### src/rtl/mem_arb_pkg.sv
// Shared types and constants for the single-port memory arbiter.
// RAM handshake encoding, arbiter FSM states, grant side and the error fill word.
package mem_arb_pkg;

  typedef enum logic [1:0] {
    FREE   = 2'd0,
    BUSY   = 2'd1,
    ACCESS = 2'd2,
    ERROR  = 2'd3
  } ramstate_t;

  typedef enum logic [1:0] {
    IDLE = 2'd0,
    IACC = 2'd1,
    DACC = 2'd2,
    DONE = 2'd3
  } arb_state_t;

  typedef enum logic {
    GRANT_I = 1'b0,
    GRANT_D = 1'b1
  } grant_t;

  localparam logic [31:0] ERR_WORD = 32'hBAD1BAD1;

endpackage

### src/rtl/mem_arbiter_if.sv
// Bundle of instruction, data and RAM-side signals around the arbiter.
// master: the arbiter itself; slave: the CPU request paths plus the RAM model.
interface mem_arbiter_if #(
  parameter int ADDR_W = 32,
  parameter int DATA_W = 32
);
  logic              iREN;
  logic [ADDR_W-1:0] iaddr;
  logic [DATA_W-1:0] iload;
  logic              ihit;
  logic              dREN;
  logic              dWEN;
  logic [ADDR_W-1:0] daddr;
  logic [DATA_W-1:0] dstore;
  logic [DATA_W-1:0] dload;
  logic              dhit;
  logic              ramREN;
  logic              ramWEN;
  logic [ADDR_W-1:0] ramaddr;
  logic [DATA_W-1:0] ramstore;
  logic [DATA_W-1:0] ramload;
  logic [1:0]        ramstate;
  logic              memerr;

  modport master (
    input  iREN, iaddr, dREN, dWEN, daddr, dstore, ramload, ramstate,
    output iload, ihit, dload, dhit, ramREN, ramWEN, ramaddr, ramstore, memerr
  );

  modport slave (
    output iREN, iaddr, dREN, dWEN, daddr, dstore, ramload, ramstate,
    input  iload, ihit, dload, dhit, ramREN, ramWEN, ramaddr, ramstore, memerr
  );
endinterface

### src/rtl/arb_watchdog.sv
// Access-duration counter; expired_o is high while the count equals TIMEOUT.
// Clear has priority over enable.
module arb_watchdog #(
  parameter int CNT_W   = 8,
  parameter int TIMEOUT = 200
) (
  input  logic clk,
  input  logic rst,
  input  logic clr_i,
  input  logic en_i,
  output logic expired_o
);
  logic [CNT_W-1:0] cnt_q, cnt_d;

  always_comb begin
    cnt_d = cnt_q;
    if (clr_i)     cnt_d = '0;
    else if (en_i) cnt_d = cnt_q + 1'b1;
  end

  always_ff @(posedge clk or posedge rst) begin
    if (rst) cnt_q <= '0;
    else     cnt_q <= cnt_d;
  end

  assign expired_o = (cnt_q == CNT_W'(TIMEOUT));
endmodule

### src/rtl/mem_arbiter.sv
// Arbitrates instruction fetch and data requests onto one RAM port, one access at a time.
// Ties alternate by last grant; a watchdog turns a stuck access into a sticky memerr.
module mem_arbiter
  import mem_arb_pkg::*;
#(
  parameter int ADDR_W  = 32,
  parameter int DATA_W  = 32,
  parameter int TIMEOUT = 200,
  parameter int CNT_W   = 8
) (
  input logic           CLK,
  input logic           RST,
  mem_arbiter_if.master bus
);
  arb_state_t        state_q;
  grant_t            last_q;
  logic              wr_q;
  logic              ramren_q, ramwen_q;
  logic [ADDR_W-1:0] ramaddr_q;
  logic [DATA_W-1:0] ramstore_q;
  logic [DATA_W-1:0] iload_q, dload_q;
  logic              ihit_q, dhit_q;
  logic              memerr_q;

  logic              d_req, pick_d, in_acc, wd_expired;
  logic              done_now, err_now;
  ramstate_t         ramst;
  logic [DATA_W-1:0] rd_word;

  assign d_req    = bus.dREN | bus.dWEN;
  // On a tie the D side wins only if I was granted last.
  assign pick_d   = d_req && (!bus.iREN || last_q == GRANT_I);
  assign in_acc   = (state_q == IACC) || (state_q == DACC);
  assign ramst    = ramstate_t'(bus.ramstate);
  assign err_now  = (ramst != ACCESS);
  assign done_now = (ramst == ACCESS) || (ramst == ERROR) || wd_expired;
  assign rd_word  = err_now ? DATA_W'(ERR_WORD) : bus.ramload;

  arb_watchdog #(.CNT_W(CNT_W), .TIMEOUT(TIMEOUT)) u_wd (
    .clk       (CLK),
    .rst       (RST),
    .clr_i     (state_q == DONE),
    .en_i      (in_acc),
    .expired_o (wd_expired)
  );

  always_ff @(posedge CLK or posedge RST) begin
    if (RST) begin
      state_q    <= IDLE;
      last_q     <= GRANT_I;
      wr_q       <= 1'b0;
      ramren_q   <= 1'b0;
      ramwen_q   <= 1'b0;
      ramaddr_q  <= '0;
      ramstore_q <= '0;
      iload_q    <= '0;
      dload_q    <= '0;
      ihit_q     <= 1'b0;
      dhit_q     <= 1'b0;
      memerr_q   <= 1'b0;
    end else begin
      ihit_q <= 1'b0;
      dhit_q <= 1'b0;
      case (state_q)
        IDLE: begin
          if (pick_d) begin
            last_q     <= GRANT_D;
            ramaddr_q  <= bus.daddr;
            ramstore_q <= bus.dstore;
            wr_q       <= bus.dWEN;
            ramren_q   <= !bus.dWEN;
            ramwen_q   <= bus.dWEN;
            state_q    <= DACC;
          end else if (bus.iREN) begin
            last_q    <= GRANT_I;
            ramaddr_q <= bus.iaddr;
            wr_q      <= 1'b0;
            ramren_q  <= 1'b1;
            ramwen_q  <= 1'b0;
            state_q   <= IACC;
          end
        end
        IACC, DACC: begin
          if (done_now) begin
            ramren_q <= 1'b0;
            ramwen_q <= 1'b0;
            state_q  <= DONE;
            if (err_now) memerr_q <= 1'b1;
            if (state_q == IACC) begin
              ihit_q  <= 1'b1;
              iload_q <= rd_word;
            end else begin
              dhit_q <= 1'b1;
              if (!wr_q) dload_q <= rd_word;
            end
          end
        end
        default: state_q <= IDLE;
      endcase
    end
  end

  assign bus.ramREN   = ramren_q;
  assign bus.ramWEN   = ramwen_q;
  assign bus.ramaddr  = ramaddr_q;
  assign bus.ramstore = ramstore_q;
  assign bus.iload    = iload_q;
  assign bus.dload    = dload_q;
  assign bus.ihit     = ihit_q;
  assign bus.dhit     = dhit_q;
  assign bus.memerr   = memerr_q;
endmodule

### src/flat_wrapper.sv
// flat-port wrapper written by rule: the top's interface ports become plain ports
module mem_arbiter_flat import mem_arb_pkg::*;
#(
  parameter int ADDR_W  = 32,
  parameter int DATA_W  = 32,
  parameter int TIMEOUT = 200,
  parameter int CNT_W   = 8
)
  (CLK, RST, bus_iREN, bus_iaddr, bus_dREN, bus_dWEN, bus_daddr, bus_dstore, bus_ramload, bus_ramstate, bus_iload, bus_ihit, bus_dload, bus_dhit, bus_ramREN, bus_ramWEN, bus_ramaddr, bus_ramstore, bus_memerr);
  mem_arbiter_if #(.ADDR_W(ADDR_W), .DATA_W(DATA_W)) bus_i ();
  input logic CLK;
  input logic RST;
  input wire logic [$bits(bus_i.iREN)-1:0] bus_iREN;
  input wire logic [$bits(bus_i.iaddr)-1:0] bus_iaddr;
  input wire logic [$bits(bus_i.dREN)-1:0] bus_dREN;
  input wire logic [$bits(bus_i.dWEN)-1:0] bus_dWEN;
  input wire logic [$bits(bus_i.daddr)-1:0] bus_daddr;
  input wire logic [$bits(bus_i.dstore)-1:0] bus_dstore;
  input wire logic [$bits(bus_i.ramload)-1:0] bus_ramload;
  input wire logic [$bits(bus_i.ramstate)-1:0] bus_ramstate;
  output wire logic [$bits(bus_i.iload)-1:0] bus_iload;
  output wire logic [$bits(bus_i.ihit)-1:0] bus_ihit;
  output wire logic [$bits(bus_i.dload)-1:0] bus_dload;
  output wire logic [$bits(bus_i.dhit)-1:0] bus_dhit;
  output wire logic [$bits(bus_i.ramREN)-1:0] bus_ramREN;
  output wire logic [$bits(bus_i.ramWEN)-1:0] bus_ramWEN;
  output wire logic [$bits(bus_i.ramaddr)-1:0] bus_ramaddr;
  output wire logic [$bits(bus_i.ramstore)-1:0] bus_ramstore;
  output wire logic [$bits(bus_i.memerr)-1:0] bus_memerr;
  assign bus_i.iREN = bus_iREN;
  assign bus_i.iaddr = bus_iaddr;
  assign bus_i.dREN = bus_dREN;
  assign bus_i.dWEN = bus_dWEN;
  assign bus_i.daddr = bus_daddr;
  assign bus_i.dstore = bus_dstore;
  assign bus_i.ramload = bus_ramload;
  assign bus_i.ramstate = bus_ramstate;
  assign bus_iload = bus_i.iload;
  assign bus_ihit = bus_i.ihit;
  assign bus_dload = bus_i.dload;
  assign bus_dhit = bus_i.dhit;
  assign bus_ramREN = bus_i.ramREN;
  assign bus_ramWEN = bus_i.ramWEN;
  assign bus_ramaddr = bus_i.ramaddr;
  assign bus_ramstore = bus_i.ramstore;
  assign bus_memerr = bus_i.memerr;
  mem_arbiter #(.ADDR_W(ADDR_W), .DATA_W(DATA_W), .TIMEOUT(TIMEOUT), .CNT_W(CNT_W)) u_core (.CLK(CLK), .RST(RST), .bus(bus_i));
endmodule
### config.mk
export PLATFORM = sky130hd
export DESIGN_NAME = mem_arbiter_flat
export DESIGN_NICKNAME = d
export VERILOG_FILES = /design/src/rtl/mem_arb_pkg.sv /design/src/rtl/mem_arbiter_if.sv /design/src/rtl/arb_watchdog.sv /design/src/rtl/mem_arbiter.sv /design/src/flat_wrapper.sv
export SDC_FILE = /design/constraint.sdc
export NUM_CORES = 1
export LEC_CHECK = 0
export BUFFER_PORTS_ARGS = -buffer_cell sky130_fd_sc_hd__buf_2
export CORE_UTILIZATION = 48
export CTS_BUF_LIST = sky130_fd_sc_hd__clkbuf_8 sky130_fd_sc_hd__clkbuf_16
export DETAILED_ROUTE_END_ITERATION = 10
export GPL_ROUTABILITY_DRIVEN = 0
export PLACE_DENSITY = 0.88
export SLEW_MARGIN = 0
export SYNTH_ARGS = -nofsm -noshare
export SYNTH_HDL_FRONTEND = slang
export SYNTH_HIERARCHICAL = 1
export SYNTH_SLANG_ARGS = --single-unit
### constraint.sdc
create_clock -name CLK -period 6 [get_ports CLK]
set_input_delay 1.2 -clock CLK [delete_from_list [all_inputs] [get_ports CLK]]
set_output_delay 1.2 -clock CLK [all_outputs]
set_load 0.01 [all_outputs]
Word level (Yosys, flattened, before mapping)
Index checks and enable logic that the tools add are counted.
- add/sub/neg operators: 1
- equality and inequality tests: 9
- multiplexer cells: 23
- bitwise gates (word level): 4
- reduce and logical (&&, ||, !) cells: 19
- operator list (cell ; number):
    $mux 32 ; 3
    $mux 8 ; 2
    $mux 1 ; 12
    $reduce_and 3->1 ; 3
    $add 8x1->8 const B ; 1
    $eq 2x2->1 const B ; 4
    $eq 8x8->1 const B ; 1
    $mux 2 ; 3
    $reduce_and 2->1 ; 3
    $reduce_bool 2->1 ; 3
    $logic_or 1x1->1 ; 4
    $pmux 1 s2 ; 2
    $pmux 2 s2 ; 1
    $reduce_and 4->1 ; 1
    $ne 3x2->1 const B ; 1
    $not 1->1 ; 3
    $eq 2x1->1 const B ; 1
    $logic_not 1->1 ; 2
    $logic_not 2->1 ; 1
    $ne 2x1->1 const B ; 1
    $ne 2x2->1 const B ; 1
    $reduce_or 2->1 ; 1
    $logic_and 1x1->1 ; 1
    $or 1x1->1 ; 1
- flip-flop bits (word level): 145
- bits of input ports: 135
- output and inout bits: 133
- logic and storage cells: 69

Longest topological paths before layout
Gate-level depths: netlist of the first run.
- depth after elaboration: 5
- gate-level depth with buffers: 8
- mapped depth without buffers: 7

Modules after synthesis
Netlist of the first run, hierarchy kept.
- modules (own cells, without submodules) (module ; instances ; cells an instance ; area each (um2) ; sequential area each (um2)):
    mem_arbiter ; 1 ; 458 ; 5784.3 ; 3428.3
    arb_watchdog ; 1 ; 44 ; 441.7 ; 200.2

Worst setup path before layout of the first run
OpenSTA, ideal clock, no wires.
- path type: input to register
- start: input port bus_dWEN
- end: register u_core.ramstore_q[10], in the netlist u_core/bus.ramstore[10]
- setup time: 125 ps
- arrival: 2187 ps
- path slack: 3688 ps
- stages on the path: 5
- path buffers: 2
- cell sequence: buf_2 -> a2bb2oi_2 -> nand2_2 -> buf_2 -> mux2_2
- word-level cells in the longest chain between the ends: 3
- RTL lines (element ; RTL line ; RTL):
    start: declaration ; flat_wrapper.sv:16 ; input wire logic [$bits(bus_i.dWEN)-1:0] bus_dWEN;
    $or 1x1->1 ; mem_arbiter.sv:30 ; assign d_req = bus.dREN | bus.dWEN;
    $logic_and 1x1->1 ; mem_arbiter.sv:32 ; assign pick_d = d_req && (!bus.iREN || last_q == GRANT_I);
    $reduce_and 2->1 (no line) ; - ;
    end signal: assignment ; mem_arbiter.sv:69 ; ramstore_q <= bus.dstore;
    end: declaration ; mem_arbiter.sv:20 ; logic [DATA_W-1:0] ramstore_q;
Every way passes these cells.
A chain may end at the register's enable or synchronous reset.

Final worst setup path of the first run
- start: register u_core.state_q[0]
- end: register u_core.dload_q[15], in the netlist u_core/bus.dload[15]
- word-level cells in the longest chain between the ends: 3
- elaborated cells on any way between the ends: 5
- classes of those cells: eq/ne (2); bitwise (1); reduce/logical (2)
- RTL lines (element ; RTL line ; RTL):
    start: declaration ; mem_arbiter.sv:15 ; arb_state_t state_q;
    start signal: assignment ; mem_arbiter.sv:49 ; state_q <= IDLE;
    start signal: assignment ; mem_arbiter.sv:73 ; state_q <= DACC;
    start signal: assignment ; mem_arbiter.sv:80 ; state_q <= IACC;
    $eq 2x1->1 or $eq 2x2->1 (tied branches) ; mem_arbiter.sv:64, mem_arbiter.sv:89 ;
    $reduce_or 2->1 or $not 1->1 (tied branches) ; - ;
    $reduce_and 4->1 (no line) * ; - ;
    end signal: assignment ; mem_arbiter.sv:94 ; if (!wr_q) dload_q <= rd_word;
    end: declaration ; mem_arbiter.sv:21 ; logic [DATA_W-1:0] iload_q, dload_q;
Every way passes the cells marked *; elsewhere a longest branch is shown, timed or not.

==> impl_metrics.xml, run 1 <==
<?xml version="1.0" encoding="UTF-8"?>
<metrics>
  <group name="outcome">
    <metric name="outcome" unit="">finished clean</metric>
  </group>
  <group name="layout">
    <metric name="nets_finish" unit="">905</metric>
    <metric name="final.fill_count" unit="">1005</metric>
    <metric name="layout-drive-gt1-share" unit="%">47.74</metric>
    <metric name="final_core_utilization" unit="%">64.96</metric>
    <metric name="syn2layout_area_growth" unit="%">31.67</metric>
    <metric name="antennaDiodeCount" unit="">0</metric>
  </group>
  <group name="clock_network">
    <metric name="cts_htree_levels" unit="">4</metric>
    <metric name="clock_tree_buffer_depth" unit="">2</metric>
    <metric name="clock_sinks" unit="">145</metric>
    <metric name="cts_inserted_buffers" unit="">17</metric>
    <metric name="tritoncts_clock_tree" unit="">built</metric>
    <metric name="post-cts-setup-buffer-count" unit="">0</metric>
    <metric name="clock_latency" unit="ns">0.41</metric>
    <metric name="cts-root-buf" unit="">sky130_fd_sc_hd__clkbuf_16</metric>
    <metric name="postCtsHoldBufs" unit="">0</metric>
    <metric name="post_cts.resized_instances" unit="">0</metric>
    <metric name="cts.clk_slew.worst_paths" unit="ns">0.06</metric>
  </group>
  <group name="logic_synthesis">
    <metric name="synth.lib_cells_used.distinct" unit="">39</metric>
    <metric name="syn-num-nets" unit="">643</metric>
    <metric name="yosys.area.top_type_share" unit="%">58.28</metric>
    <metric name="synthSimpleGateAreaFrac" unit="%">8.280</metric>
    <metric name="flip_flop_and_latch_count_after_synthesis" unit="">145</metric>
    <metric name="combinational_family_with_the_most_area_after_synthesis" unit="">multiplexers</metric>
    <metric name="synthXorXnorAreaFrac" unit="%">0.5627</metric>
    <metric name="post_synth_mux_area_share" unit="%">20.44</metric>
    <metric name="syn-cell-area" unit="mm^2">0.006226</metric>
    <metric name="postSynthCellCount" unit="">502</metric>
    <metric name="synth-seq-area-share" unit="%">58.28</metric>
    <metric name="netlist_top_cells_area" unit="">sky130_fd_sc_hd__dfrtp_1 58%, sky130_fd_sc_hd__mux2_2 11%, sky130_fd_sc_hd__mux2i_1 7.2%</metric>
    <metric name="yosys_warnings" unit="">6</metric>
    <metric name="area_share_of_fa_ha_maj_cells_after_synthesis" unit="%">1.206</metric>
    <metric name="syn_avg_cell_area" unit="um^2">12.40</metric>
    <metric name="synth_compound_gate_area_share" unit="%">7.275</metric>
    <metric name="synth_top_area_cell" unit="">sky130_fd_sc_hd__dfrtp_1</metric>
  </group>
  <group name="critical_path">
    <metric name="critical-path-top-delay-family" unit="">adder cells</metric>
    <metric name="critical_path.endpoint" unit="">u_core/bus.dload[15]$_DFFE_PP0P_</metric>
    <metric name="critical_path.startpoint" unit="">u_core/state_q[0]$_DFFE_PP0P_</metric>
    <metric name="worstPathCellList" unit="">inv_1 &gt; ha_1 &gt; o21ai_1 &gt; nor3_4 &gt; buf_4 &gt; mux2_2</metric>
    <metric name="r2r_slack" unit="ns">3.13</metric>
    <metric name="worstSetupEndpointType" unit="">flip-flop</metric>
    <metric name="critical_path_depth" unit="">6</metric>
    <metric name="reg2reg_to" unit="">u_core/bus.dload[15]$_DFFE_PP0P_</metric>
    <metric name="path_buf_inv" unit="">2</metric>
    <metric name="path_type_of_the_worst_setup_path" unit="">reg -&gt; reg</metric>
    <metric name="cp_slowest_cell" unit="">sky130_fd_sc_hd__ha_1</metric>
    <metric name="arrival" unit="ns">3.17</metric>
    <metric name="worst_r2r_path_depth" unit="">6</metric>
    <metric name="cp_data_required_time" unit="ns">6.29</metric>
    <metric name="critical_path.max_fanout" unit="">20</metric>
    <metric name="worst_path_largest_cell_delay" unit="ns">0.66</metric>
    <metric name="beginning_of_the_worst_register_to_register_path" unit="">u_core/state_q[0]$_DFFE_PP0P_</metric>
    <metric name="worst_setup_path_start_kind" unit="">flip-flop</metric>
  </group>
  <group name="power">
    <metric name="pwr-share-comb" unit="%">38.5</metric>
    <metric name="share_clk_of_total_power" unit="%">22.2</metric>
    <metric name="internal-power" unit="mW">2.743</metric>
    <metric name="power_switching_share" unit="%">35.45</metric>
    <metric name="power.switching" unit="mW">1.506</metric>
    <metric name="share_seq_of_total_power" unit="%">39.3</metric>
    <metric name="leakage" unit="nW">4.077</metric>
    <metric name="cellPowerDensity" unit="mW/mm^2">518.4</metric>
    <metric name="peakVddDrop" unit="mV">0.2482</metric>
  </group>
  <group name="die">
    <metric name="num_io_pins" unit="">268</metric>
    <metric name="start_util" unit="%">49.34</metric>
    <metric name="core_region_area" unit="mm^2">0.01262</metric>
    <metric name="dieArea" unit="mm^2">0.01343</metric>
    <metric name="cell_row_count" unit="">41</metric>
    <metric name="die-height" unit="um">115.9</metric>
    <metric name="die_width" unit="um">115.9</metric>
  </group>
  <group name="route">
    <metric name="route.vias.total" unit="">4638</metric>
    <metric name="initialDrtViolationCount" unit="">248</metric>
    <metric name="vias_per_cell" unit="">4.908</metric>
    <metric name="drt.antenna.violating_nets" unit="">0</metric>
    <metric name="drcViolationCount" unit="">0</metric>
    <metric name="drt-pass1-iter-count" unit="">5</metric>
    <metric name="finalWirelength" unit="um">14050</metric>
    <metric name="detail_route.wl_per_cell" unit="um">14.87</metric>
  </group>
  <group name="global_routing">
    <metric name="grt_first_pass_wirelength" unit="um">21240</metric>
    <metric name="gr_usage_total" unit="%">21.09</metric>
    <metric name="grt_pass1_vias" unit="">4302</metric>
    <metric name="total_congestion_overflow" unit="">0</metric>
    <metric name="grt_antenna_before_repair" unit="">0</metric>
    <metric name="maximum_number_of_pins_on_one_net_before_global_route_repair" unit="">96</metric>
  </group>
  <group name="run">
    <metric name="drv.max_cap_violation_count" unit="">0</metric>
  </group>
  <group name="min_path">
    <metric name="hold_class" unit="">reg -&gt; reg</metric>
  </group>
  <group name="sta">
    <metric name="finalCritPeriodShare" unit="%">47.91</metric>
    <metric name="worst_slew_pin_slew" unit="ns">0.9051</metric>
    <metric name="finalMaxSlewViolations" unit="">0</metric>
    <metric name="fin_skew" unit="ns">0.008664</metric>
    <metric name="timing.final.hold_violations" unit="">0</metric>
    <metric name="grt_setup_unrepaired" unit="">no</metric>
    <metric name="fin_tns_setup" unit="ns">0</metric>
    <metric name="setup_viol" unit="">0</metric>
    <metric name="layout_min_cycle_time" unit="ns">2.875</metric>
    <metric name="slew_headroom" unit="%">39.48</metric>
    <metric name="post-route-worst-setup-slack" unit="ns">3.125</metric>
    <metric name="fmax" unit="MHz">347.8</metric>
  </group>
  <group name="placed_design">
    <metric name="buffer_ports.inserted" unit="">267</metric>
    <metric name="place_hpwl" unit="um">10350</metric>
    <metric name="preCtsSetupSlack" unit="ns">2.968</metric>
  </group>
</metrics>
==> power groups by stage <==
stage,Combinational [mW],Clock [mW],Sequential [mW]
2_1_floorplan,0.849,0,1.85
3_3_place_gp,1.59,0,1.66
3_5_place_dp,1.65,0,1.68
4_1_cts,1.65,0.967,1.68
5_1_grt,1.80,1.01,1.73
6_report,1.63,0.943,1.67
==> cell usage after synthesis (all sizes together) <==
| cell type | instances |
|---|---|
| a211o | 2 |
| nand2b | 14 |
| mux2 | 73 |
| nor4b | 2 |
| nor2b | 2 |
| or3 | 3 |
| o21ai | 49 |
| o22ai | 2 |
| dfrtp | 145 |
| and4b | 1 |
| xor2 | 3 |
| mux2i | 45 |
| and2 | 8 |
| o2111ai | 1 |
| nor3 | 1 |
| nand4 | 2 |
| clkbuf | 5 |
| o2bb2ai | 5 |
| a2bb2oi | 1 |
| a21oi | 5 |
| ha | 6 |
| nand3 | 2 |
| nand2 | 57 |
| buf | 23 |
| o211ai | 1 |
| o31ai | 1 |
| nor2 | 14 |
| and2b | 1 |
| a21o | 3 |
| xnor2 | 1 |
| a31oi | 1 |
| inv | 23 |
==> registers in the layout (all words and copies together) (netlist names) <==
register / flops
u_core/bus.ramWEN: 1
u_core/state_q: 2
u_core/bus.ramstore: 32
u_core/bus.ramREN: 1
u_core/last_q: 1
u_core/bus.memerr: 1
u_core/wr_q: 1
u_core/u_wd/cnt_q: 8
u_core/bus.iload: 32
u_core/bus.dhit: 1
u_core/bus.ramaddr: 32
u_core/bus.ihit: 1
u_core/bus.dload: 32
==> final cells by class <==
cell class / instances / area, um^2 / area share (%)
clock buffer: 18 / 439.2 / 5.357
clock inverter: 10 / 92.59 / 1.129
inverter: 23 / 91.34 / 1.114
multi-input combinational: 306 / 2365 / 28.85
sequential: 145 / 3628 / 44.26
tap: 172 / 215.2 / 2.625
timing repair buffer: 271 / 1366 / 16.67
==> cell usage in the layout (no fill, tap or decap), types with 3 or more instances in the layout <==
cell	count
sky130_fd_sc_hd__ha_1	6
sky130_fd_sc_hd__and2_1	8
sky130_fd_sc_hd__a21oi_1	5
sky130_fd_sc_hd__buf_2	267
sky130_fd_sc_hd__clkinv_2	3
sky130_fd_sc_hd__mux2_2	59
sky130_fd_sc_hd__a21o_1	3
sky130_fd_sc_hd__nand2_1	56
sky130_fd_sc_hd__dfrtp_1	145
sky130_fd_sc_hd__o21ai_1	7
sky130_fd_sc_hd__nand2b_1	14
sky130_fd_sc_hd__clkinvlp_4	4
sky130_fd_sc_hd__nor2_1	14
sky130_fd_sc_hd__o21ai_0	42
sky130_fd_sc_hd__buf_4	4
sky130_fd_sc_hd__o2bb2ai_1	4
sky130_fd_sc_hd__xor2_1	3
sky130_fd_sc_hd__clkbuf_16	17
sky130_fd_sc_hd__inv_1	21
sky130_fd_sc_hd__mux2_1	14
sky130_fd_sc_hd__mux2i_1	45
sky130_fd_sc_hd__or3_1	3
==> routing by layer <==
layer  up-vias  routed length, um  global-route usage (%)
met5         -                  0                       0
met4         0                258                   8.120
met3        22                980                   7.322
met2       187               7132                   35.99
met1      2187               5682                   24.41
li1       2242                  -                       -
==> cells by family (layout without fill, tap and decap cells) <==
kind of cell             count (synthesis)  count (layout)
adder cells (fa/ha/maj)                  6               6
flip-flops                             145             145
XOR/XNOR                                 4               4
buffers and inverters                   51             322
AO/OA/AOI/OAI                           71              71
AND/OR/NAND/NOR                        107             107
multiplexers                           118             118
==> worst min-delay path by stage <==
| stage | startpoint | to | slack, ns | cells after the start |
|---|---|---|---|---|
| after floorplan | u_core/bus.memerr$_DFFE_PP0P_ | u_core/bus.memerr$_DFFE_PP0P_ | 0.49 | 1 |
| after global placement | u_core/bus.memerr$_DFFE_PP0P_ | u_core/bus.memerr$_DFFE_PP0P_ | 0.43 | 1 |
| after CTS | u_core/bus.memerr$_DFFE_PP0P_ | u_core/bus.memerr$_DFFE_PP0P_ | 0.48 | 1 |
| final | u_core/bus.memerr$_DFFE_PP0P_ | u_core/bus.memerr$_DFFE_PP0P_ | 0.46 | 1 |
| after detailed placement | u_core/bus.memerr$_DFFE_PP0P_ | u_core/bus.memerr$_DFFE_PP0P_ | 0.46 | 1 |
| after global routing | u_core/bus.memerr$_DFFE_PP0P_ | u_core/bus.memerr$_DFFE_PP0P_ | 0.49 | 1 |
==> per-stage QoR <==
stage               cells  hold WS, ns  power, mW  instance area [um^2]
floorplan             502       0.4932      2.701                  6226
global placement      917       0.4345      3.255                  7666
detailed placement    917       0.4625      3.330                  7666
CTS                   945       0.4750      4.298                  8198
global route          945       0.4910      4.542                  8198
finish                945       0.4645      4.249                  8198
Note: power is estimated with default switching activity, not from simulation.
==> run 2, diff against run 1 <==
Settings changed: CORE_UTILIZATION 48 to 43, PLACE_DENSITY 0.88 to 0.83.
Clock period 6 ns to 2.6 ns, I/O delays scaled along.
==> impl_metrics.xml, run 2 (same netlist as run 1, synthesis figures left out) <==
<?xml version="1.0" encoding="UTF-8"?>
<metrics>
  <group name="layout">
    <metric name="layout-drive-gt1-share" unit="%">48.02</metric>
    <metric name="post_layout_nonfiller_instances" unit="">961</metric>
    <metric name="antennaDiodeCount" unit="">0</metric>
    <metric name="layout.cells.most_common_list" unit="">267 x sky130_fd_sc_hd__buf_2, 145 x sky130_fd_sc_hd__dfrtp_1, 59 x sky130_fd_sc_hd__mux2_2</metric>
    <metric name="multi_input_area" unit="mm^2">0.002365</metric>
    <metric name="syn2layout_area_growth" unit="%">35.17</metric>
    <metric name="area.sequential" unit="mm^2">0.003628</metric>
    <metric name="final.fill_count" unit="">1213</metric>
    <metric name="commonest_non_fill_non_tap_cell_in_the_layout" unit="">sky130_fd_sc_hd__buf_2</metric>
    <metric name="nets_finish" unit="">909</metric>
  </group>
  <group name="die">
    <metric name="die_width" unit="um">122.3</metric>
    <metric name="start_util" unit="%">44.51</metric>
    <metric name="die-height" unit="um">122.3</metric>
    <metric name="core_region_area" unit="mm^2">0.01399</metric>
    <metric name="num_io_pins" unit="">268</metric>
    <metric name="cell_row_count" unit="">43</metric>
    <metric name="dieArea" unit="mm^2">0.01496</metric>
  </group>
  <group name="sta">
    <metric name="slew_headroom" unit="%">63.71</metric>
    <metric name="finalCritPeriodShare" unit="%">88.53</metric>
    <metric name="timing.final.hold_violations" unit="">0</metric>
    <metric name="worst_slew_pin_slew" unit="ns">0.5368</metric>
    <metric name="grt_setup_unrepaired" unit="">no</metric>
    <metric name="fin_tns_setup" unit="ns">0</metric>
    <metric name="fmax" unit="MHz">434.4</metric>
    <metric name="setup_viol" unit="">0</metric>
    <metric name="layout_min_cycle_time" unit="ns">2.302</metric>
    <metric name="finalMaxSlewViolations" unit="">0</metric>
    <metric name="fin_skew" unit="ns">0.008247</metric>
  </group>
  <group name="critical_path">
    <metric name="worst_setup_path_start_kind" unit="">flip-flop</metric>
    <metric name="critical_path.max_fanout" unit="">32</metric>
    <metric name="arrival" unit="ns">2.59</metric>
    <metric name="worstSetupEndpointType" unit="">flip-flop</metric>
    <metric name="cp_data_required_time" unit="ns">2.88</metric>
    <metric name="path_type_of_the_worst_setup_path" unit="">reg -&gt; reg</metric>
  </group>
  <group name="clock_network">
    <metric name="clock_sinks" unit="">145</metric>
    <metric name="cts_htree_levels" unit="">4</metric>
    <metric name="clock_tree_buffer_depth" unit="">2</metric>
    <metric name="postCtsHoldBufs" unit="">0</metric>
    <metric name="cts.clk_slew.worst_paths" unit="ns">0.06</metric>
    <metric name="tritoncts_clock_tree" unit="">built</metric>
    <metric name="post-cts-setup-buffer-count" unit="">0</metric>
    <metric name="post_cts.resized_instances" unit="">0</metric>
    <metric name="cts_inserted_buffers" unit="">17</metric>
    <metric name="clock_latency" unit="ns">0.41</metric>
    <metric name="cts-root-buf" unit="">sky130_fd_sc_hd__clkbuf_16</metric>
  </group>
  <group name="global_routing">
    <metric name="grt_antenna_before_repair" unit="">0</metric>
    <metric name="total_congestion_overflow" unit="">0</metric>
    <metric name="grt_pass1_vias" unit="">4588</metric>
    <metric name="maximum_number_of_pins_on_one_net_before_global_route_repair" unit="">71</metric>
    <metric name="gr_usage_total" unit="%">18.74</metric>
    <metric name="grt_first_pass_wirelength" unit="um">21620</metric>
  </group>
  <group name="route">
    <metric name="drcViolationCount" unit="">0</metric>
    <metric name="route.vias.total" unit="">4631</metric>
    <metric name="vias_per_cell" unit="">4.819</metric>
    <metric name="finalWirelength" unit="um">13770</metric>
    <metric name="initialDrtViolationCount" unit="">169</metric>
    <metric name="detail_route.wl_per_cell" unit="um">14.33</metric>
    <metric name="drt-pass1-iter-count" unit="">4</metric>
    <metric name="drt.antenna.violating_nets" unit="">0</metric>
  </group>
  <group name="min_path">
    <metric name="hold_class" unit="">in -&gt; async</metric>
  </group>
  <group name="power">
    <metric name="cellPowerDensity" unit="mW/mm^2">1228</metric>
    <metric name="leakage" unit="nW">4.188</metric>
    <metric name="peakVddDrop" unit="mV">0.4990</metric>
  </group>
  <group name="placed_design">
    <metric name="place_hpwl" unit="um">10210</metric>
    <metric name="buffer_ports.inserted" unit="">267</metric>
    <metric name="placed_cells_incl_taps" unit="">929</metric>
  </group>
  <group name="run">
    <metric name="drv.max_cap_violation_count" unit="">0</metric>
  </group>
  <group name="outcome">
    <metric name="outcome" unit="">finished clean</metric>
  </group>
</metrics>
-- run 2: cell count changes in the layout (fill, tap and decap cells not counted), sizes merged --
| cell | before | now |
|---|---|---|
| buf | 271 | 275 |
| bufinv | 1 | 5 |
| clkbuf | 18 | 22 |
| clkinv | 5 | 1 |
| clkinvlp | 4 | 2 |
| inv | 23 | 25 |
-- run 2: path summary, 6_finish.rpt --
| kind | startpoint | to | slack (ns) | cells after the start |
|---|---|---|---|---|
| setup / recovery | u_core/u_wd/cnt_q[0]$_DFFE_PP0P_ | u_core/bus.dload[16]$_DFFE_PP0P_ | 0.30 | 8 |
| hold / removal | RST | u_core/u_wd/cnt_q[7]$_DFFE_PP0P_ | 0.08 | 2 |
| setup reg to reg | u_core/u_wd/cnt_q[0]$_DFFE_PP0P_ | u_core/bus.dload[16]$_DFFE_PP0P_ | 0.30 | 8 |
| hold reg to reg | u_core/bus.iload[11]$_DFFE_PP0P_ | u_core/bus.iload[11]$_DFFE_PP0P_ | 0.47 | 2 |
| max in group asynchronous | RST | u_core/bus.iload[7]$_DFFE_PP0P_ | 2.04 | 3 |
| min in group CLK | bus_dstore[10] | u_core/bus.ramstore[10]$_DFFE_PP0P_ | 0.34 | 2 |
-- run 2: metal layers --
metal  track usage (%)  routed length [um]  up-vias
met5                 0                   0        -
met4             6.860                 182        0
met3             5.065                 930       15
met2             33.53                7154      183
met1             21.26                5507     2192
li1                  -                   -     2241
-- run 2: layout make-up --
cell class	count	share of cell area, %
inverter	23	1.070
sequential	145	43.12
multi-input combinational	306	28.10
tap	180	2.676
timing repair buffer	275	17.04
clock buffer	22	5.873
clock inverter	10	2.126
-- run 2: where the power goes --
| part | leakage [nW] | internal [mW] | switching [mW] | total, mW |
|---|---|---|---|---|
| sequential | 1.73 | 3.28 | 0.556 | 3.83 |
| clock | 0.335 | 1.83 | 0.887 | 2.71 |
| combinational | 2.13 | 1.79 | 2.01 | 3.79 |
-- run 2: worst max-delay path, stage by stage, from the launching register on --
cell and delay [ns]:
sky130_fd_sc_hd__dfrtp_1 0.44, sky130_fd_sc_hd__inv_1 0.08, sky130_fd_sc_hd__ha_1 0.16, sky130_fd_sc_hd__nor4b_1 0.28, sky130_fd_sc_hd__and4b_2 0.32, sky130_fd_sc_hd__o21ai_1 0.11
sky130_fd_sc_hd__nor3_4 0.17, sky130_fd_sc_hd__buf_12 0.25, sky130_fd_sc_hd__mux2_1 0.36
-- run 2: through the flow --
| step | hold WS [ns] | utilization [%] | total power, mW | cell area, um^2 | worst slack (ns) |
|---|---|---|---|---|---|
| floorplan | 0.3357 | - | 6.234 | 6230 | 0.3729 |
| global placement | 0.4369 | 55.35 | 7.559 | 7742 | 0.4631 |
| detailed placement | 0.4474 | 55.35 | 7.716 | 7742 | 0.3669 |
| CTS | 0.07722 | 60.16 | 10.47 | 8416 | 0.2725 |
| global route | 0.09968 | 60.16 | 11.03 | 8416 | 0.2037 |
| finish | 0.08135 | 60.16 | 10.34 | 8416 | 0.2981 |
==> run 3, diff against run 2 <==
Settings changed: PLACE_DENSITY 0.83 to 0.76, SKIP_CTS_REPAIR_TIMING from default to 1.
==> impl_metrics.xml, run 3 (same netlist as run 1, synthesis figures left out) <==
<?xml version="1.0" encoding="UTF-8"?>
<metrics>
  <group name="outcome">
    <metric name="outcome" unit="">finished clean</metric>
  </group>
  <group name="power">
    <metric name="power_switching_share" unit="%">34.83</metric>
    <metric name="leakage" unit="nW">4.138</metric>
    <metric name="power.switching" unit="mW">3.492</metric>
    <metric name="peakVddDrop" unit="mV">0.5685</metric>
    <metric name="share_clk_of_total_power" unit="%">23.5</metric>
    <metric name="internal-power" unit="mW">6.533</metric>
    <metric name="cellPowerDensity" unit="mW/mm^2">1206</metric>
    <metric name="pwr-share-comb" unit="%">38.2</metric>
    <metric name="share_seq_of_total_power" unit="%">38.3</metric>
  </group>
  <group name="placed_design">
    <metric name="placed_cells_incl_taps" unit="">930</metric>
    <metric name="post_dp_cell_area" unit="mm^2">0.007737</metric>
    <metric name="preCtsSetupSlack" unit="ns">0.3863</metric>
    <metric name="buffer_ports.inserted" unit="">267</metric>
    <metric name="place_hpwl" unit="um">10560</metric>
  </group>
  <group name="sta">
    <metric name="slew_headroom" unit="%">55.85</metric>
    <metric name="layout_min_cycle_time" unit="ns">2.200</metric>
    <metric name="fin_skew" unit="ns">0.01270</metric>
    <metric name="finalCritPeriodShare" unit="%">84.62</metric>
    <metric name="grt_setup_unrepaired" unit="">no</metric>
    <metric name="post-route-worst-setup-slack" unit="ns">0.3999</metric>
    <metric name="setup_viol" unit="">0</metric>
    <metric name="fin_tns_setup" unit="ns">0</metric>
    <metric name="worst_slew_pin_slew" unit="ns">0.6623</metric>
    <metric name="timing.final.hold_violations" unit="">0</metric>
    <metric name="finalMaxSlewViolations" unit="">0</metric>
    <metric name="fmax" unit="MHz">454.5</metric>
  </group>
  <group name="min_path">
    <metric name="hold_class" unit="">in -&gt; async</metric>
  </group>
  <group name="route">
    <metric name="wl_met3" unit="um">1049</metric>
    <metric name="detailroute.wirelength.met2" unit="um">6836</metric>
    <metric name="detail_route.wl_per_cell" unit="um">14.77</metric>
    <metric name="drt-pass1-iter-count" unit="">4</metric>
    <metric name="drt.antenna.violating_nets" unit="">0</metric>
    <metric name="met1Wirelength" unit="um">5957</metric>
    <metric name="drcViolationCount" unit="">0</metric>
    <metric name="highest-signal-layer" unit="">met4</metric>
    <metric name="route.vias.total" unit="">4654</metric>
    <metric name="finalWirelength" unit="um">14180</metric>
    <metric name="vias_per_cell" unit="">4.848</metric>
    <metric name="initialDrtViolationCount" unit="">160</metric>
  </group>
  <group name="clock_network">
    <metric name="cts_inserted_buffers" unit="">17</metric>
    <metric name="clock_sinks" unit="">145</metric>
    <metric name="clock_latency" unit="ns">0.42</metric>
    <metric name="cts.clk_slew.worst_paths" unit="ns">0.06</metric>
    <metric name="tritoncts_clock_tree" unit="">built</metric>
    <metric name="clock_tree_buffer_depth" unit="">2</metric>
    <metric name="cts-root-buf" unit="">sky130_fd_sc_hd__clkbuf_16</metric>
    <metric name="cts_htree_levels" unit="">4</metric>
  </group>
  <group name="global_routing">
    <metric name="total_congestion_overflow" unit="">0</metric>
    <metric name="grt_pass1_vias" unit="">4626</metric>
    <metric name="gr_usage_total" unit="%">19.57</metric>
    <metric name="grt_first_pass_wirelength" unit="um">22390</metric>
    <metric name="maximum_number_of_pins_on_one_net_before_global_route_repair" unit="">85</metric>
    <metric name="grt_antenna_before_repair" unit="">0</metric>
  </group>
  <group name="layout">
    <metric name="commonest_non_fill_non_tap_cell_in_the_layout" unit="">sky130_fd_sc_hd__buf_2</metric>
    <metric name="syn2layout_area_growth" unit="%">33.56</metric>
    <metric name="post-route-cell-area" unit="mm^2">0.008315</metric>
    <metric name="layout-drive-gt1-share" unit="%">48.08</metric>
    <metric name="layout.cells.most_common_list" unit="">267 x sky130_fd_sc_hd__buf_2, 145 x sky130_fd_sc_hd__dfrtp_1, 59 x sky130_fd_sc_hd__mux2_2</metric>
    <metric name="nets_finish" unit="">910</metric>
    <metric name="antennaDiodeCount" unit="">0</metric>
    <metric name="final.fill_count" unit="">1221</metric>
    <metric name="post_layout_nonfiller_instances" unit="">960</metric>
  </group>
  <group name="critical_path">
    <metric name="worstSetupEndpointType" unit="">flip-flop</metric>
    <metric name="worst_setup_path_start_kind" unit="">flip-flop</metric>
    <metric name="cp_data_required_time" unit="ns">2.89</metric>
    <metric name="beginning_of_the_worst_register_to_register_path" unit="">u_core/u_wd/cnt_q[0]$_DFFE_PP0P_</metric>
    <metric name="critical_path.max_fanout" unit="">21</metric>
    <metric name="reg2reg_to" unit="">u_core/bus.iload[21]$_DFFE_PP0P_</metric>
    <metric name="r2r_slack" unit="ns">0.40</metric>
    <metric name="worst_r2r_path_depth" unit="">7</metric>
    <metric name="path_type_of_the_worst_setup_path" unit="">reg -&gt; reg</metric>
    <metric name="arrival" unit="ns">2.49</metric>
  </group>
  <group name="die">
    <metric name="cell_row_count" unit="">43</metric>
    <metric name="die_width" unit="um">122.3</metric>
    <metric name="core_region_area" unit="mm^2">0.01399</metric>
    <metric name="die-height" unit="um">122.3</metric>
    <metric name="start_util" unit="%">44.51</metric>
    <metric name="num_io_pins" unit="">268</metric>
    <metric name="dieArea" unit="mm^2">0.01496</metric>
  </group>
  <group name="run">
    <metric name="drv.max_cap_violation_count" unit="">0</metric>
  </group>
</metrics>
-- run 3: changes by cell type in the layout (fill, tap and decap cells not counted), sizes merged --
cell	change
buf	+1
bufinv	-3
clkbuf	-2
clkinv	+3
clkinvlp	+1
inv	-1
-- run 3: how the worst max path moves through the flow --
stage	slack [ns]	end	startpoint
final	0.40	u_core/bus.iload[21]$_DFFE_PP0P_	u_core/u_wd/cnt_q[0]$_DFFE_PP0P_
after global routing	0.21	u_core/bus.iload[21]$_DFFE_PP0P_	u_core/u_wd/cnt_q[0]$_DFFE_PP0P_
after CTS	0.38	u_core/bus.dload[30]$_DFFE_PP0P_	u_core/u_wd/cnt_q[0]$_DFFE_PP0P_
after detailed placement	0.39	u_core/bus.dload[30]$_DFFE_PP0P_	u_core/u_wd/cnt_q[0]$_DFFE_PP0P_
after global placement	0.47	u_core/bus.dload[30]$_DFFE_PP0P_	u_core/u_wd/cnt_q[0]$_DFFE_PP0P_
after floorplan	0.37	u_core/bus.dhit$_DFF_PP0_	RST
-- run 3: power by group through the flow --
| stage | Sequential [mW] | Combinational (mW) | Clock (mW) |
|---|---|---|---|
| final | 3.84 | 3.83 | 2.36 |
| after global routing | 3.97 | 4.23 | 2.50 |
| after CTS | 3.85 | 3.89 | 2.41 |
| after detailed placement | 3.86 | 3.90 | 0 |
| after global placement | 3.83 | 3.78 | 0 |
| after floorplan | 4.27 | 1.96 | 0 |
-- run 3: worst max-delay path, stage by stage, from the launching register on --
cell and delay, ns:
sky130_fd_sc_hd__dfrtp_1 0.44, sky130_fd_sc_hd__inv_1 0.08, sky130_fd_sc_hd__ha_1 0.14, sky130_fd_sc_hd__nor4b_1 0.20, sky130_fd_sc_hd__and4b_2 0.31, sky130_fd_sc_hd__o211ai_2 0.10, sky130_fd_sc_hd__inv_2 0.39, sky130_fd_sc_hd__mux2_2 0.40
-- run 3: metrics by stage --
stage / hold slack, ns / power (mW) / util (%)
final: 0.08462 / 10.02 / 59.45
after global routing: 0.1087 / 10.71 / 59.45
after CTS: 0.08518 / 10.15 / 59.45
after detailed placement: 0.4437 / 7.760 / 55.31
after global placement: 0.4380 / 7.609 / 55.31
after floorplan: 0.3357 / 6.234 / -
-- run 3: metal layers --
metal  GRT usage [%]  vias to the layer above
met2           32.23                      206
met1           23.95                     2182
met4           8.232                        0
met5               0                        -
li1                -                     2241
met3           5.669                       25
-- run 3: layout make-up --
cell class              instances  area (um^2)  share of cell area, %
flip-flops and latches        145         3628                  43.64
multi-input cells             306         2365                  28.44
repair buffers                276         1429                  17.18
clock buffers                  20        466.7                  5.612
well taps                     180        225.2                  2.708
clock inverters                10        111.4                  1.339
inverters                      23        90.09                  1.083
